### src/rtl/arm_pkg.sv
// ---------------------------------------------------------------------------
// arm_pkg
// Shared definitions for the ARM run sequencer:
//   state_t   - sequencer state encoding (IDLE, RESET, RUN, NEXT, DONE)
//   idx_width - width of the run index for a given number of runs
// ---------------------------------------------------------------------------
package arm_pkg;

    typedef enum logic [2:0] {
        S_IDLE  = 3'd0,
        S_RESET = 3'd1,
        S_RUN   = 3'd2,
        S_NEXT  = 3'd3,
        S_DONE  = 3'd4
    } state_t;

    // clog2 with a floor of one bit so a single-run sequence still has a
    // run_idx port.
    function automatic int idx_width(input int n);
        return (n <= 2) ? 1 : $clog2(n);
    endfunction

endpackage

### src/rtl/arm_run_sequencer_counter.sv
// ---------------------------------------------------------------------------
// run_cycle_counter
// Up-counter with synchronous clear and count enable, plus a terminal-count
// flag that compares the current count against a supplied limit. The
// sequencer uses one instance for both the RESET and RUN phases by switching
// the limit with the phase.
//
// Ports:
//   clk    in   system clock, rising edge
//   rst    in   asynchronous active-low reset
//   clear  in   synchronous clear (takes priority over en)
//   en     in   count enable
//   limit  in   terminal-count value
//   cnt    out  current count
//   tc     out  high while cnt == limit
// ---------------------------------------------------------------------------
module run_cycle_counter #(
    parameter int CNT_W = 16
) (
    input  logic             clk,
    input  logic             rst,
    input  logic             clear,
    input  logic             en,
    input  logic [CNT_W-1:0] limit,
    output logic [CNT_W-1:0] cnt,
    output logic             tc
);

    always_ff @(posedge clk or negedge rst) begin
        if (!rst) begin
            cnt <= '0;
        end else if (clear) begin
            cnt <= '0;
        end else if (en) begin
            cnt <= cnt + CNT_W'(1);
        end
    end

    assign tc = (cnt == limit);

endmodule

### src/rtl/arm_run_sequencer.sv
// ---------------------------------------------------------------------------
// arm_run_sequencer
// Drives the ARM core's reset and forwarding-mode pins across NUM_RUNS
// back-to-back runs. Each run: RST_CYCLES of reset, then up to RUN_CYCLES of
// execution (cut short by cpu_halt), then one NEXT cycle. The number of RUN
// cycles of each finished run is reported on perf_cycles with a perf_valid
// pulse. Bit i of MODE_MASK selects forwarding for run i.
//
// Ports:
//   clk          in   system clock, rising edge
//   rst          in   asynchronous active-low reset
//   start        in   begin a sequence (honoured only in IDLE or DONE)
//   cpu_halt     in   CPU finished its program; ends the current run
//   cpu_rst      out  active-high reset to the ARM core
//   fwd_en       out  forwarding enable to the ARM core
//   run_idx      out  index of the current run
//   busy         out  high in RESET, RUN and NEXT
//   done         out  sequence complete, sticky until next start
//   perf_valid   out  one-cycle pulse when a run finishes
//   perf_cycles  out  RUN cycles of the last finished run
//
// state   | meaning
// --------+-------------------------------------------------------------
// IDLE    | after reset, core held in reset, waiting for start
// RESET   | core held in reset for RST_CYCLES before a run
// RUN     | core released, counting cycles until limit or cpu_halt
// NEXT    | one cycle gap: core back in reset, pick next run or finish
// DONE    | all runs complete, core held in reset, done high
// ---------------------------------------------------------------------------
module arm_run_sequencer
    import arm_pkg::*;
#(
    parameter int                  NUM_RUNS   = 2,
    parameter int                  RST_CYCLES = 1,
    parameter int                  RUN_CYCLES = 350,
    parameter int                  CNT_W      = 16,
    parameter logic [NUM_RUNS-1:0] MODE_MASK  = 2'b01,
    localparam int                 IDX_W      = idx_width(NUM_RUNS)
) (
    input  logic             clk,
    input  logic             rst,
    input  logic             start,
    input  logic             cpu_halt,
    output logic             cpu_rst,
    output logic             fwd_en,
    output logic [IDX_W-1:0] run_idx,
    output logic             busy,
    output logic             done,
    output logic             perf_valid,
    output logic [CNT_W-1:0] perf_cycles
);

    // perf_cycles must be able to hold RUN_CYCLES itself, and the RESET
    // phase shares the same counter.
    if (NUM_RUNS < 1 || RST_CYCLES < 1 || RUN_CYCLES < 1) begin : g_bad_count
        $error("arm_run_sequencer: NUM_RUNS, RST_CYCLES and RUN_CYCLES must be >= 1");
    end
    if (longint'(RUN_CYCLES) > (longint'(1) << CNT_W) - 1 ||
        longint'(RST_CYCLES) > (longint'(1) << CNT_W) - 1) begin : g_bad_width
        $error("arm_run_sequencer: CNT_W too narrow for RUN_CYCLES/RST_CYCLES");
    end

    localparam logic [CNT_W-1:0] RST_LIMIT = CNT_W'(RST_CYCLES - 1);
    localparam logic [CNT_W-1:0] RUN_LIMIT = CNT_W'(RUN_CYCLES - 1);
    localparam logic [IDX_W-1:0] LAST_IDX  = IDX_W'(NUM_RUNS - 1);

    state_t           state;
    logic [CNT_W-1:0] cnt;
    logic [CNT_W-1:0] limit;
    logic             cnt_tc;
    logic             cnt_en;
    logic             cnt_clear;
    logic             run_end;
    logic             last_run;
    logic [IDX_W-1:0] next_idx;

    // The counter only runs in RESET and RUN; it is cleared on every phase
    // boundary so each phase starts counting from zero.
    assign cnt_en    = (state == S_RESET) || (state == S_RUN);
    assign limit     = (state == S_RUN) ? RUN_LIMIT : RST_LIMIT;
    assign run_end   = (state == S_RUN) && (cnt_tc || cpu_halt);
    assign cnt_clear = !cnt_en || cnt_tc || run_end;
    assign last_run  = (run_idx == LAST_IDX);
    assign next_idx  = run_idx + IDX_W'(1);

    run_cycle_counter #(
        .CNT_W (CNT_W)
    ) u_counter (
        .clk   (clk),
        .rst   (rst),
        .clear (cnt_clear),
        .en    (cnt_en),
        .limit (limit),
        .cnt   (cnt),
        .tc    (cnt_tc)
    );

    always_ff @(posedge clk or negedge rst) begin
        if (!rst) begin
            state       <= S_IDLE;
            cpu_rst     <= 1'b1;
            fwd_en      <= MODE_MASK[0];
            run_idx     <= '0;
            busy        <= 1'b0;
            done        <= 1'b0;
            perf_valid  <= 1'b0;
            perf_cycles <= '0;
        end else begin
            perf_valid <= 1'b0;
            unique case (state)
                S_IDLE, S_DONE: begin
                    if (start) begin
                        state   <= S_RESET;
                        run_idx <= '0;
                        fwd_en  <= MODE_MASK[0];
                        done    <= 1'b0;
                        busy    <= 1'b1;
                    end
                end
                S_RESET: begin
                    if (cnt_tc) begin
                        state   <= S_RUN;
                        cpu_rst <= 1'b0;
                    end
                end
                S_RUN: begin
                    // Limit and halt in the same cycle give one termination.
                    if (run_end) begin
                        state       <= S_NEXT;
                        cpu_rst     <= 1'b1;
                        perf_valid  <= 1'b1;
                        perf_cycles <= cnt + CNT_W'(1);
                    end
                end
                S_NEXT: begin
                    if (last_run) begin
                        state <= S_DONE;
                        busy  <= 1'b0;
                        done  <= 1'b1;
                    end else begin
                        // cpu_rst is already high here, so the mode switch
                        // never reaches a running core.
                        state   <= S_RESET;
                        run_idx <= next_idx;
                        fwd_en  <= MODE_MASK[next_idx];
                    end
                end
                default: begin
                    state   <= S_IDLE;
                    cpu_rst <= 1'b1;
                    busy    <= 1'b0;
                end
            endcase
        end
    end

endmodule

### config.mk
export PLATFORM = sky130hd
export DESIGN_NAME = arm_run_sequencer
export DESIGN_NICKNAME = d
export VERILOG_FILES = /design/src/rtl/arm_pkg.sv /design/src/rtl/arm_run_sequencer_counter.sv /design/src/rtl/arm_run_sequencer.sv
export SDC_FILE = /design/constraint.sdc
export NUM_CORES = 1
export LEC_CHECK = 0
export CAP_MARGIN = 20
export CORE_MARGIN = 2
export CORE_UTILIZATION = 50
export CTS_CLUSTER_DIAMETER = 100
export DETAILED_ROUTE_END_ITERATION = 6
export PLACE_DENSITY = 0.74
export SLEW_MARGIN = 10
export SYNTH_ARGS = -nofsm -noshare
export SYNTH_HDL_FRONTEND = slang
export SYNTH_SLANG_ARGS = --single-unit
### constraint.sdc
create_clock -name clk -period 2.9 [get_ports clk]
set_input_delay 0.58 -clock clk [delete_from_list [all_inputs] [get_ports clk]]
set_output_delay 0.58 -clock clk [all_outputs]
set_load 0.05 [all_outputs]
==> impl_results.html <==
<table>
<tr><th>Metric</th><th>Value</th></tr>
<tr><th colspan="2">Run status</th></tr>
<tr><td>Status</td><td>completed</td></tr>
<tr><th colspan="2">Clock tree</th></tr>
<tr><td>Cts hold-fix bufs</td><td>0</td></tr>
<tr><td>Clk pin slew, worst setup/hold paths</td><td>0.12 ns</td></tr>
<tr><td>CTS Buffer Depth</td><td>2</td></tr>
<tr><td>TritonCTS clock tree</td><td>yes</td></tr>
<tr><td>Later-pin clock latency in the skew report</td><td>0.35 ns</td></tr>
<tr><td>Count of buffers added by post-CTS timing repair for setup</td><td>0</td></tr>
<tr><td>H-Tree Depth</td><td>2</td></tr>
<tr><td>Cells resized by post-CTS repair</td><td>0</td></tr>
<tr><td>Clk sinks</td><td>41</td></tr>
<tr><td>Clock tree root driver cell</td><td>sky130_fd_sc_hd__clkbuf_4</td></tr>
<tr><td>Num CTS Buffers</td><td>5</td></tr>
<tr><th colspan="2">Routing</th></tr>
<tr><td>Via-per-instance ratio</td><td>5.41</td></tr>
<tr><td>Pre-Repair DR Iteration Count</td><td>4</td></tr>
<tr><td>Iteration-0 DRC count of the detailed router</td><td>62</td></tr>
<tr><td>Routed length on met1</td><td>1570 um</td></tr>
<tr><td>Routed WL</td><td>3400 um</td></tr>
<tr><td>Via count of the routed design</td><td>1,384</td></tr>
<tr><td>Routed wl met2</td><td>1630 um</td></tr>
<tr><td>DR DRC count</td><td>0</td></tr>
<tr><td>Residual antenna-violating net count after detailed routing</td><td>0</td></tr>
<tr><td>Wire per inst</td><td>13.3 um</td></tr>
<tr><td>Wire length on met3</td><td>148 um</td></tr>
<tr><td>Highest routed layer</td><td>met4</td></tr>
<tr><th colspan="2">Floorplan</th></tr>
<tr><td>Core area</td><td>3420 um^2</td></tr>
<tr><td>Rows</td><td>21</td></tr>
<tr><td>Initial standard-cell utilization of the core</td><td>53.5%</td></tr>
<tr><td>Total I/O pin count</td><td>26</td></tr>
<tr><td>Horizontal die dimension</td><td>64.5 um</td></tr>
<tr><td>Chip Height</td><td>64.5 um</td></tr>
<tr><td>Total die area</td><td>4160 um^2</td></tr>
<tr><th colspan="2">Logic synthesis</th></tr>
<tr><td>Post-synthesis cell area</td><td>1830 um^2</td></tr>
<tr><td>Number of flops mapped to enable cells by yosys</td><td>0</td></tr>
<tr><td>Number of warning messages in the yosys log</td><td>0</td></tr>
<tr><td>Unique masters post-synth</td><td>33</td></tr>
<tr><td>Gate Count Post-Synth</td><td>183</td></tr>
<tr><td>Dominant register cell in the synthesized netlist</td><td>sky130_fd_sc_hd__dfrtp_1</td></tr>
<tr><td>Mean area per synthesized cell</td><td>9.99 um^2</td></tr>
<tr><td>Largest cells by area after synthesis</td><td>sky130_fd_sc_hd__dfrtp_1 (53%), sky130_fd_sc_hd__nor2_1 (8.2%), sky130_fd_sc_hd__a21oi_1 (6.0%)</td></tr>
<tr><td>Proportion of synthesized flip-flops having asynchronous set or reset</td><td>100%</td></tr>
<tr><td>Number of synthesized register bits</td><td>41</td></tr>
<tr><td>Cell taking the most area after synthesis</td><td>sky130_fd_sc_hd__dfrtp_1</td></tr>
<tr><td>Share of the yosys chip area belonging to registers</td><td>56.3%</td></tr>
<tr><td>Mapped Nets</td><td>188</td></tr>
<tr><td>Fraction of synthesized cell area taken by the top area cell type</td><td>53.4%</td></tr>
<tr><th colspan="2">Critical path</th></tr>
<tr><td>Peak per-stage delay on the critical path</td><td>0.53 ns</td></tr>
<tr><td>Worst Setup Start Kind</td><td>flip-flop</td></tr>
<tr><td>Crit-path slowest cell</td><td>sky130_fd_sc_hd__or4_1</td></tr>
<tr><td>Required time worst endpoint</td><td>3.12 ns</td></tr>
<tr><td>Number of cell instances on the worst register-to-register path</td><td>5</td></tr>
<tr><td>Ordered list of cells on the worst path</td><td>or4_1 &gt; or4_4 &gt; a21oi_4 &gt; or3b_1 &gt; nor2_1</td></tr>
<tr><td>Max Fanout on Critical Path</td><td>16</td></tr>
<tr><td>Arrival time at the worst endpoint</td><td>2.60 ns</td></tr>
<tr><td>Worst Setup End Kind</td><td>flip-flop</td></tr>
<tr><td>Type of the setup path with the least slack</td><td>flip-flop to flip-flop</td></tr>
<tr><th colspan="2">Timing</th></tr>
<tr><td>Worst Skew</td><td>0.00751 ns</td></tr>
<tr><td>Setup TNS</td><td>0 ns</td></tr>
<tr><td>Setup violators final</td><td>0</td></tr>
<tr><td>Final Slew Violations</td><td>0</td></tr>
<tr><td>Max-slew headroom at the worst pin</td><td>41.7%</td></tr>
<tr><td>Fin. Hold Viols</td><td>0</td></tr>
<tr><td>Achievable frequency</td><td>419 MHz</td></tr>
<tr><td>Period utilization</td><td>82.2%</td></tr>
<tr><td>Min setup slack post-route</td><td>0.516 ns</td></tr>
<tr><td>RSZ-0062 raised after global routing</td><td>false</td></tr>
<tr><td>Minimum period implied by the final worst setup slack</td><td>2.38 ns</td></tr>
<tr><td>Tightest Pin Transition</td><td>0.874 ns</td></tr>
<tr><th colspan="2">Place</th></tr>
<tr><td>Worst slack, placed</td><td>0.549 ns</td></tr>
<tr><td>Buffers added on ports</td><td>25</td></tr>
<tr><td>Last weighted congestion value of the routability-driven placer</td><td>0.880</td></tr>
<tr><td>Placed Cells incl. Taps</td><td>248</td></tr>
<tr><td>Dpl hpwl</td><td>2370 um</td></tr>
<tr><td>Instance area after placement</td><td>2100 um^2</td></tr>
<tr><th colspan="2">Power and ir drop</th></tr>
<tr><td>Pwr per Cell Area</td><td>1160 nW/um^2</td></tr>
<tr><td>Power after layout</td><td>2.50 mW</td></tr>
<tr><td>Pleak</td><td>0.859 nW</td></tr>
<tr><td>IR Drop Worst-Case VDD</td><td>0.000610 V</td></tr>
<tr><td>Share of total power consumed by net switching</td><td>47.9%</td></tr>
<tr><td>Clock share of power</td><td>10.9%</td></tr>
<tr><td>Sw Pwr</td><td>1.20 mW</td></tr>
<tr><td>Fraction of power consumed by sequential logic</td><td>36.7%</td></tr>
<tr><td>Internal Power</td><td>1.31 mW</td></tr>
<tr><td>Fraction of power consumed by combinational cells</td><td>52.4%</td></tr>
<tr><th colspan="2">GRT</th></tr>
<tr><td>Largest net degree at the start of global routing</td><td>42</td></tr>
<tr><td>Grt ovf</td><td>0</td></tr>
<tr><td>Overall fraction of global-route tracks in use</td><td>18.5%</td></tr>
<tr><td>Wire length of the first global-routing pass</td><td>5970 um</td></tr>
<tr><td>Number of antenna violations at the first check in global routing</td><td>0</td></tr>
<tr><td>Via count of the first global-routing pass</td><td>1,371</td></tr>
<tr><th colspan="2">Finish</th></tr>
<tr><td>Most common cell after layout, fill and taps aside</td><td>sky130_fd_sc_hd__nor2_1</td></tr>
<tr><td>Layout cells sized above 1</td><td>9.05%</td></tr>
<tr><td>Sequential standard cell area</td><td>1030 um^2</td></tr>
<tr><td>Commonest cells after routing, fill and taps aside</td><td>sky130_fd_sc_hd__nor2_1 (40), sky130_fd_sc_hd__dfrtp_1 (39), sky130_fd_sc_hd__clkdlybuf4s50_1 (24), sky130_fd_sc_hd__a21oi_1 (22)</td></tr>
<tr><td>Area added between synthesis and finish</td><td>17.7%</td></tr>
<tr><td>Area used by multi-input combinational logic</td><td>742 um^2</td></tr>
<tr><td>Net count of the finished layout</td><td>214</td></tr>
<tr><td>Post-layout instance area</td><td>2150 um^2</td></tr>
<tr><td>Number of antenna repair diodes</td><td>0</td></tr>
<tr><td>Number of filler cells placed in the layout</td><td>308</td></tr>
<tr><td>Non-filler cells, final</td><td>256</td></tr>
<tr><th colspan="2">Hold path</th></tr>
<tr><td>Path type of the worst min-delay path</td><td>primary input to asynchronous set/reset pin</td></tr>
<tr><th colspan="2">Job</th></tr>
<tr><td>MaxCap Viol Count</td><td>0</td></tr>
</table>
path summary, 6_finish.rpt:
kind                                           to        startpoint  slack, ns
worst max register to register  u_counter.cnt[13]  u_counter.cnt[8]       0.52
max in group asynchronous        u_counter.cnt[9]               rst       2.02
worst min-delay path                         busy               rst       0.34
worst max-delay path            u_counter.cnt[13]  u_counter.cnt[8]       0.52
worst min register to register               busy              busy       0.52
min in group clk                             busy              busy       0.52
state kept, by name (all words and copies together) (netlist names):
signal         count
busy               1
cpu_rst            1
done               1
fwd_en             1
perf_cycles       16
perf_valid         1
run_idx            1
state              3
u_counter.cnt     16
per-layer routing:
layer  up-vias  track usage, %
met5         -               0
li1        681               -
met3         5            3.47
met1       658            24.4
met2        40            29.7
met4         0            8.78
cell usage after synthesis (2+ instances only):
cell type	count
sky130_fd_sc_hd__a21oi_1	22
sky130_fd_sc_hd__clkbuf_1	6
sky130_fd_sc_hd__dfrtp_1	39
sky130_fd_sc_hd__dfstp_2	2
sky130_fd_sc_hd__inv_1	2
sky130_fd_sc_hd__nand2_1	9
sky130_fd_sc_hd__nand2b_1	4
sky130_fd_sc_hd__nand3_1	6
sky130_fd_sc_hd__nand4_1	5
sky130_fd_sc_hd__nor2_1	40
sky130_fd_sc_hd__nor2b_1	2
sky130_fd_sc_hd__nor3_1	3
sky130_fd_sc_hd__nor4_1	5
sky130_fd_sc_hd__o21ai_0	6
sky130_fd_sc_hd__o31ai_1	2
sky130_fd_sc_hd__xnor2_1	9
sky130_fd_sc_hd__xor2_1	5
power groups by stage:
| stage | combinational (mW) | sequential (mW) | clock, mW |
|---|---|---|---|
| CTS | 1.32 | 0.921 | 0.282 |
| finish | 1.31 | 0.920 | 0.272 |
| detailed placement | 1.32 | 0.930 | 0 |
| global route | 1.40 | 0.953 | 0.304 |
| global placement | 1.29 | 0.917 | 0 |
| floorplan | 0.470 | 1.40 | 0 |
critical path, delay by kind of cell, from the launching register on:
family / cells / cell delay, ns
flops: 1 / 0.46
simple gates: 4 / 1.58
compound gates: 1 / 0.22
layout make-up:
cell class,instances,area share (%)
inverter,2,0.349
tap,46,2.68
sequential,41,47.8
clock inverter,3,0.814
timing repair buffer,27,12.1
clock buffer,5,1.75
multi-input combinational,132,34.5
per-stage QoR:
step                      utilization (%)  hold slack (ns)
after global routing                 63.0            0.409
after detailed placement             61.4            0.506
after global placement               61.4            0.489
after CTS                            63.0            0.359
final                                63.0            0.337
after floorplan                         -            0.284
cells by family after synthesis:
logic type / share of synthesized area (%)
buf+inv: 3.35
fa+ha+maj: 0.684
simple gates: 21.8
xor+xnor: 6.71
compound gates: 10.5
flops: 56.3
mux: 0.616
Power figures use the tool's default switching activity.
